File: src/rtl/ixu_pkg.sv
// Shared types and constants for the IXU writeback arbiter.
// Latency: n/a (declarations only).
// Backpressure: n/a.
package ixu_pkg;

  localparam int LANES_DEF = 4;  // bundle slots feeding writeback
  localparam int WB_PORTS  = 2;  // integer register-file write ports

  // One lane's EX/WB result.
  typedef struct packed {
    logic        nop;
    logic [4:0]  rd;
    logic [31:0] data;
  } lane_res_t;

  // One register-file write port.
  typedef struct packed {
    logic        en;
    logic [4:0]  rd;
    logic [31:0] data;
  } wb_port_t;

  typedef enum logic {
    ACCEPT = 1'b0,
    DRAIN  = 1'b1
  } arb_state_t;

endpackage

File: src/rtl/ixu_pick2.sv
// Finds the lowest and second-lowest set bits of a mask.
// Latency: combinational.
// Backpressure: none.
// Ports: mask (N bits) in; first_vld/first_idx and second_vld/second_idx out.
module ixu_pick2 #(
  parameter int N  = 4,
  parameter int IW = (N > 1) ? $clog2(N) : 1
) (
  input  logic [N-1:0]  mask,
  output logic          first_vld,
  output logic [IW-1:0] first_idx,
  output logic          second_vld,
  output logic [IW-1:0] second_idx
);

  always_comb begin
    first_vld  = 1'b0;
    first_idx  = '0;
    second_vld = 1'b0;
    second_idx = '0;
    for (int i = 0; i < N; i++) begin
      if (mask[i]) begin
        if (!first_vld) begin
          first_vld = 1'b1;
          first_idx = IW'(i);
        end else if (!second_vld) begin
          second_vld = 1'b1;
          second_idx = IW'(i);
        end
      end
    end
  end

endmodule

File: src/rtl/ixu_wb_arb.sv
// Grants per-lane EX/WB results onto two integer write ports, stalling EX/WB to drain overflow.
// Latency: one cycle from a grant to the registered write-port outputs.
// Backpressure: stall_o (combinational) holds EX/WB while more than two results remain.
// Ports: lane_nop_i/lane_rd_i/lane_data_i per lane, flush_i; wp_en_o/wp_rd_o/wp_data_o,
//        waw_err_o, stall_o, stall_cnt_o (saturating count of stalled cycles).
module ixu_wb_arb
  import ixu_pkg::*;
#(
  parameter int LANES = LANES_DEF
) (
  input  logic                  clk,
  input  logic                  rst,
  input  logic [LANES-1:0]      lane_nop_i,
  input  logic [LANES-1:0][4:0] lane_rd_i,
  input  logic [LANES-1:0][31:0] lane_data_i,
  input  logic                  flush_i,
  output logic                  stall_o,
  output logic [1:0]            wp_en_o,
  output logic [1:0][4:0]       wp_rd_o,
  output logic [1:0][31:0]      wp_data_o,
  output logic                  waw_err_o,
  output logic [31:0]           stall_cnt_o
);

  localparam int IW = (LANES > 1) ? $clog2(LANES) : 1;

  lane_res_t [LANES-1:0] lane;
  logic [LANES-1:0] elig, filt, p_mask, g_mask, r_mask;
  logic [LANES-1:0] pend_q, pend_d;
  arb_state_t state_q, state_d;
  logic waw_hit;
  logic v0, v1;
  logic [IW-1:0] i0, i1;
  wb_port_t [WB_PORTS-1:0] port_d, port_q;
  logic waw_q;
  logic [31:0] stall_cnt_q;

  always_comb begin
    for (int i = 0; i < LANES; i++) begin
      lane[i] = '{nop: lane_nop_i[i], rd: lane_rd_i[i], data: lane_data_i[i]};
    end
  end

  // Eligible lanes, then drop any lane shadowed by a higher-index lane with the same rd.
  always_comb begin
    elig = '0;
    filt = '0;
    for (int i = 0; i < LANES; i++) begin
      elig[i] = !lane[i].nop && (lane[i].rd != 5'd0);
    end
    for (int i = 0; i < LANES; i++) begin
      filt[i] = elig[i];
      for (int j = i + 1; j < LANES; j++) begin
        if (elig[j] && (lane[j].rd == lane[i].rd)) filt[i] = 1'b0;
      end
    end
  end

  assign waw_hit = |(elig & ~filt);
  assign p_mask  = (state_q == ACCEPT) ? filt : pend_q;

  ixu_pick2 #(.N(LANES), .IW(IW)) u_pick2 (
    .mask       (p_mask),
    .first_vld  (v0),
    .first_idx  (i0),
    .second_vld (v1),
    .second_idx (i1)
  );

  // Next-state, pending mask, stall and port grants.
  always_comb begin
    g_mask  = '0;
    state_d = ACCEPT;
    pend_d  = '0;
    port_d  = '0;
    if (v0) g_mask[i0] = 1'b1;
    if (v1) g_mask[i1] = 1'b1;
    r_mask  = p_mask & ~g_mask;
    // rst gating keeps stall low while reset holds state but live inputs are present.
    stall_o = (r_mask != '0) && !flush_i && !rst;
    if (!flush_i) begin
      if (r_mask != '0) begin
        state_d = DRAIN;
        pend_d  = r_mask;
      end
      if (v0) port_d[0] = '{en: 1'b1, rd: lane[i0].rd, data: lane[i0].data};
      if (v1) port_d[1] = '{en: 1'b1, rd: lane[i1].rd, data: lane[i1].data};
    end
  end

  always_ff @(posedge clk or posedge rst) begin
    if (rst) begin
      state_q <= ACCEPT;
      pend_q  <= '0;
    end else begin
      state_q <= state_d;
      pend_q  <= pend_d;
    end
  end

  always_ff @(posedge clk or posedge rst) begin
    if (rst) begin
      port_q      <= '0;
      waw_q       <= 1'b0;
      stall_cnt_q <= '0;
    end else begin
      port_q <= port_d;
      waw_q  <= (state_q == ACCEPT) && waw_hit && !flush_i;
      if (stall_o && (stall_cnt_q != 32'hFFFF_FFFF)) stall_cnt_q <= stall_cnt_q + 32'd1;
    end
  end

  always_comb begin
    for (int k = 0; k < WB_PORTS; k++) begin
      wp_en_o[k]   = port_q[k].en;
      wp_rd_o[k]   = port_q[k].rd;
      wp_data_o[k] = port_q[k].data;
    end
  end

  assign waw_err_o   = waw_q;
  assign stall_cnt_o = stall_cnt_q;

endmodule

File: config.mk
export PLATFORM = sky130hd
export DESIGN_NAME = ixu_wb_arb
export DESIGN_NICKNAME = d
export VERILOG_FILES = /design/src/rtl/ixu_pkg.sv /design/src/rtl/ixu_pick2.sv /design/src/rtl/ixu_wb_arb.sv
export SDC_FILE = /design/constraint.sdc
export NUM_CORES = 1
export LEC_CHECK = 0
export BUFFER_PORTS_ARGS = -buffer_cell sky130_fd_sc_hd__buf_2
export CORE_AREA = 5 5 123 125
export CTS_BUF_LIST = sky130_fd_sc_hd__clkbuf_4 sky130_fd_sc_hd__clkbuf_8
export CTS_CLUSTER_SIZE = 40
export DETAILED_ROUTE_END_ITERATION = 12
export DIE_AREA = 0 0 128 130
export PLACE_DENSITY = 0.92
export SKIP_LAST_GASP = 1
export SYNTH_ARGS = -nofsm -noshare
export SYNTH_HDL_FRONTEND = slang
export SYNTH_SLANG_ARGS = --single-unit
File: constraint.sdc
create_clock -name clk -period 5.45 [get_ports clk]
set_input_delay 0.8175 -clock clk [delete_from_list [all_inputs] [get_ports clk]]
set_output_delay 0.8175 -clock clk [all_outputs]
set_load 0.05 [all_outputs]
* Word level (Yosys, flattened, before mapping)
Index checks and enable logic that the tools add are counted.
Widths: inputs -> output; s select.
** Storage, ports and cells
- Bits in registers :: 114
- Logic and storage cells :: 105
- Output and inout bits :: 110
** Cells by class
- Order comparisons :: 4
- Add/subtract/negate cells :: 1
- Reduce and logical (&&, ||, !) cells :: 29
- Multiplexer cells :: 48
- Bitwise gates (word level) :: 6
- Equality and inequality tests :: 7
** Operators with widths (count)
- $bmux 38 s2 :: 2
- $mux 38 :: 2
- $mux 76 :: 1
- $mux 37 :: 2
- $add 32x1->32 const B :: 1
- $ne 32x32->1 const B :: 1
- $eq 5x5->1 :: 6
- $mux 2 :: 12
- $mux 1 :: 22
- $mux 4 :: 5
- $reduce_bool 5->1 :: 4
- $logic_and 1x1->1 :: 17
- $and 4x4->4 :: 2
- $not 4->4 :: 2
- $logic_not 1->1 :: 6
- $lt 2x3->1 const B :: 2
- $demux 1 s2 :: 2
- $ge 2x1->1 const B :: 2
- $or 4x4->4 :: 1
- $reduce_bool 4->1 :: 1
- $reduce_or 4->1 :: 1
- $not 1->1 :: 1

* Depth between registers and ports, before layout
- Depth after elaboration :: 28
- Depth in mapped cells :: 17
- Mapped depth without buffers :: 14

* By module
A second synthesis with hierarchy kept.
** Second synthesis, totals
- Cells, all modules :: 523
- Area, all modules :: 6787.8 µm²
** By module, submodules not included
- ixu_wb_arb :: seq. area each 2852.7 µm², cells each 502, area each 6603.8 µm², times used 1
- ixu_pick2 :: seq. area each 0.0 µm², cells each 21, area each 183.9 µm², times used 1

* Worst setup path before layout
OpenSTA, ideal clock, no wires.
- Kind :: in2out
- Start point :: input lane_rd_i[16] (netlist bit)
- End point :: output stall_o
- Setup slack :: 183 ps
- Cell stages on the path :: 14
- Arrival time :: 4450 ps
- Data required time :: 4633 ps
- Path through :: buf_2 or4_4 o21bai_4 or4_1 nand3_1 o41a_1 ha_1 clkbuf_1 a221o_1 a2111oi_0 a41o_1 a221oi_4 buf_4 nor2_1
** On the way
- Longest elaborated chain between the ends :: 25
** RTL lines
- from (decl) :: line ixu_wb_arb.sv:14 : input logic [LANES-1:0][4:0] lane_rd_i,
- $reduce_bool 5->1 :: line ixu_wb_arb.sv:49 : elig[i] = !lane[i].nop && (lane[i].rd != 5'd0);
- $logic_and 1x1->1 :: line ixu_wb_arb.sv:49
- $logic_and 1x1->1 :: line ixu_wb_arb.sv:54 : if (elig[j] && (lane[j].rd == lane[i].rd)) filt[i] = 1'b0;
- $mux 1 :: line ixu_wb_arb.sv:54
- $mux 4 * :: line ixu_wb_arb.sv:60 : assign p_mask = (state_q == ACCEPT) ? filt : pend_q;
- $mux 1 :: line ixu_pick2.sv:22 : if (mask[i]) begin
- $mux 1 :: line ixu_pick2.sv:23 : if (!first_vld) begin
- $mux 2 or $mux 1 (tied branches) :: line ixu_pick2.sv:22
- [8 not listed]
- $mux 1 (not written as such) :: line ixu_wb_arb.sv:77 : if (v1) g_mask[i1] = 1'b1;
- $demux 1 s2 :: line ixu_wb_arb.sv:77
- $or 4x4->4 (no source line)
- $mux 4 :: line ixu_wb_arb.sv:77
- $not 4->4 :: line ixu_wb_arb.sv:78 : r_mask = p_mask & ~g_mask;
- $and 4x4->4 * :: line ixu_wb_arb.sv:78
- $reduce_bool 4->1 * :: line ixu_wb_arb.sv:80 : stall_o = (r_mask != '0) && !flush_i && !rst;
- $logic_and 1x1->1 * (2 in a row) :: line ixu_wb_arb.sv:80
- to (decl) :: line ixu_wb_arb.sv:17 : output logic stall_o,
Every way passes the cells marked *; elsewhere a longest branch is shown, timed or not.

* Final worst setup path
Same ends and word-level chain as after synthesis.

==> impl_metrics.toml <==
[routing]
drtAntennaViolNets = 0
wl_microns = 21700
wl_per_cell_microns = 21.3
via_per_inst = 5.97
vias = 6075
drt-initial-drc-count = 678
drt_first_pass_iters = 5
drc = 0

[floorplanning]
die_w_microns = 128
rows = 43
ioPinCount = 265
die_h_microns = 130
fp.dieArea_sq_mm = 0.0166
start_util = 0.503
core_sq_mm = 0.0138

[layout]
utilization = 0.630
mostFrequentLayoutCell = "buf_2"
layout-area-overhead-vs-synth_pct = 25.1
fillerInstances = 1072
final_nets = 982
layout_common_cells = "264 x buf_2, 114 x dfrtp_1, 74 x mux2i_1"
final_cell_area_sq_mm = 0.00867
drive_gt1_frac = 0.446

[clocking]
postCtsHoldBufs = 0
cts_sinks = 114
post_cts_buffers = 0
insertion_delay_ns = 0.45
cts_buffer_depth = 2
tritoncts = "done"
cts_resized = 0
cts_root_buffer = "clkbuf_8"
clk_pin_slew_ns = 0.07
cts_made_buffers = 17
htreeDepth = 4

[yosys]
synth_edf_count = 0
synth_seq_cells = 114
synthCells = 588
yosysSeqAreaShare = 0.411
ys_warn_count = 0
async_flop_share = 1.00
synthFlopType = "dfrtp_1"
syn_nets = 748
synthDistinctLibCells = 60
synth.avg_cell_area_sq_um = 11.8
synth_area_sq_mm = 0.00693

[place]
hpwl_microns = 16100
preCtsSetupSlack_ns = 0.510
gp_congestion = 0.933
port_buffers = 264
place_area_sq_mm = 0.00830

[sta]
min_period_ns = 4.97
setup_tns_ns = 0
hold_violations = 0
max_freq_ghz = 0.201
timing.final.crit_share = 0.913
setup_viol = 0
skew_ns = 0.0143
fin_ws_ns = 0.475
relSlewSlack = 0.302
tightestPinTransition_ns = 1.05
maxSlewViolCount = 0
rsz0062_at_grt = "no"
hold_slack_ns = 0.446

[worst_setup_path]
cpMaxStageDelayCell = "or4_1"
cp_common_cell = "nor2_1"
path_delay_family = "simple AND/OR/NAND/NOR gates"
crit_buf_inv = 2
critPathMaxFanout = 8
startpoint_type = "primary input"
crit_required_ns = 4.63
critPathArrivalTime_ns = 4.16
worstSetupPathType = "in2out"
critPathMaxStageDelay_ns = 0.59
crit_path_end_kind = "primary output"
worstPathCellList = "buf_2 -> or4_4 -> o21bai_4 -> or4_1 -> a31oi_1 -> ha_1 -> nor2_1 -> nor2_1 -> or4b_1 -> nand4b_1 -> nand2_1 -> a221oi_4 -> nor2_1 -> buf_2"

[global_routing]
overflow = 0
grt_max_degree = 79
grt_pass1_vias = 5971
grt_pass1_wl_microns = 32800
antenna_found_initial = 2
track_usage = 0.253

[outcome]
status = "finished clean"

[job]
drv_cap = 0

[pwr]
clkPwrFrac = 0.173
pwr-share-comb = 0.560
internal-power_w = 0.00223
p_leak_nw = 4.30
seq_power_share = 0.267
switching_share = 0.483
net-switching-power_w = 0.00209
cellPowerDensity_mw_per_mm2 = 498
irDropWorstVdd_mv = 0.264

[hold_path]
min_path_type = "in2async"
Yosys cell counts, drive strengths merged (2+ instances only):
master / number / area [sq um]
nor3b: 4 / 30.0
nor4b: 3 / 32.5
a31oi: 2 / 27.5
nand4: 7 / 43.8
nand2: 24 / 92.6
a21oi: 5 / 28.8
nor4: 17 / 200
buf: 36 / 233
and3: 7 / 43.8
mux2i: 74 / 741
mux4: 37 / 833
a2111oi: 2 / 17.5
and4: 2 / 17.5
o22ai: 38 / 238
nor3: 17 / 85.1
ha: 5 / 62.6
or3: 3 / 18.8
a221oi: 2 / 41.3
clkbuf: 22 / 82.6
dfrtp: 114 / 2850
or4: 4 / 33.8
nor2: 15 / 56.3
and2: 40 / 250
o21ai: 4 / 20.0
nand3: 16 / 80.1
xnor2: 17 / 149
inv: 7 / 26.3
xor2: 44 / 385
layout make-up:
cell class	count	area, sq um	share of cell area
tap	180	225	0.0260
sequential	114	2850	0.329
antenna	3	7.51	0.000866
timing repair buffer	273	1430	0.164
clock inverter	13	113	0.0130
inverter	7	28.8	0.00332
clock buffer	19	255	0.0294
multi-input combinational	409	3760	0.434
cells by family after synthesis:
kind of cell / after synthesis / share of synthesized area
muxes: 112 / 0.229
AOI/OAI and AO/OA: 67 / 0.0769
DFF: 114 / 0.411
buffers and inverters: 65 / 0.0493
and+or+nand+nor: 164 / 0.148
xor gates and xnor gates: 61 / 0.0770
adders and majority gates: 5 / 0.00902
worst register-to-register path, stage by stage (launching register included):
cell	delay [ns]
dfrtp_1	0.56
inv_1	0.14
and2_1	0.19
a31oi_1	0.39
ha_1	0.43
nor2_1	0.09
nor2_1	0.13
or4b_1	0.43
nand4b_1	0.22
nand2_1	0.14
a221oi_4	0.08
buf_4	0.29
nor4b_1	0.46
xor2_1	0.19
final timing paths:
| kind | depth (start not counted) | to | slack [ns] | startpoint |
|---|---|---|---|---|
| setup / recovery | 14 | stall_o | 0.48 | lane_rd_i[16] |
| hold / removal | 2 | stall_cnt_o[6] | 0.45 | rst |
| setup reg to reg | 13 | stall_cnt_o[10] | 1.64 | state_q |
| hold reg to reg | 1 | stall_cnt_o[12] | 0.49 | stall_cnt_o[12] |
| max in group asynchronous | 3 | pend_q[2] | 3.60 | rst |
| min in group clk | 1 | stall_cnt_o[12] | 0.49 | stall_cnt_o[12] |
registers in the layout, indices dropped and copies added (netlist names):
name	count
wp_data_o	64
stall_cnt_o	32
wp_rd_o	10
pend_q	4
wp_en_o	2
state_q	1
waw_err_o	1
per-layer routing:
metal | vias up | wire, microns | track usage
li1 | 2647 | - | -
met1 | 3014 | 8090 | 0.320
met2 | 351 | 11300 | 0.424
met3 | 61 | 1550 | 0.0471
met4 | 2 | 785 | 0.119
met5 | - | 7 | 0
power groups by stage:
stage	Combinational, W	Sequential (W)	Clock, W
2_1_floorplan	0.00115	0.00188	0
3_3_place_gp	0.00237	0.00116	0
3_5_place_dp	0.00241	0.00116	0
4_1_cts	0.00241	0.00115	0.000760
5_1_grt	0.00254	0.00117	0.000802
6_report	0.00242	0.00115	0.000748
metrics by stage:
stage               std cells  power [W]
finish                   1018    0.00431
global route             1016    0.00451
CTS                      1015    0.00432
detailed placement        983    0.00357
global placement          983    0.00353
floorplan                 588    0.00304
Note: power is estimated with default switching activity, not from simulation.
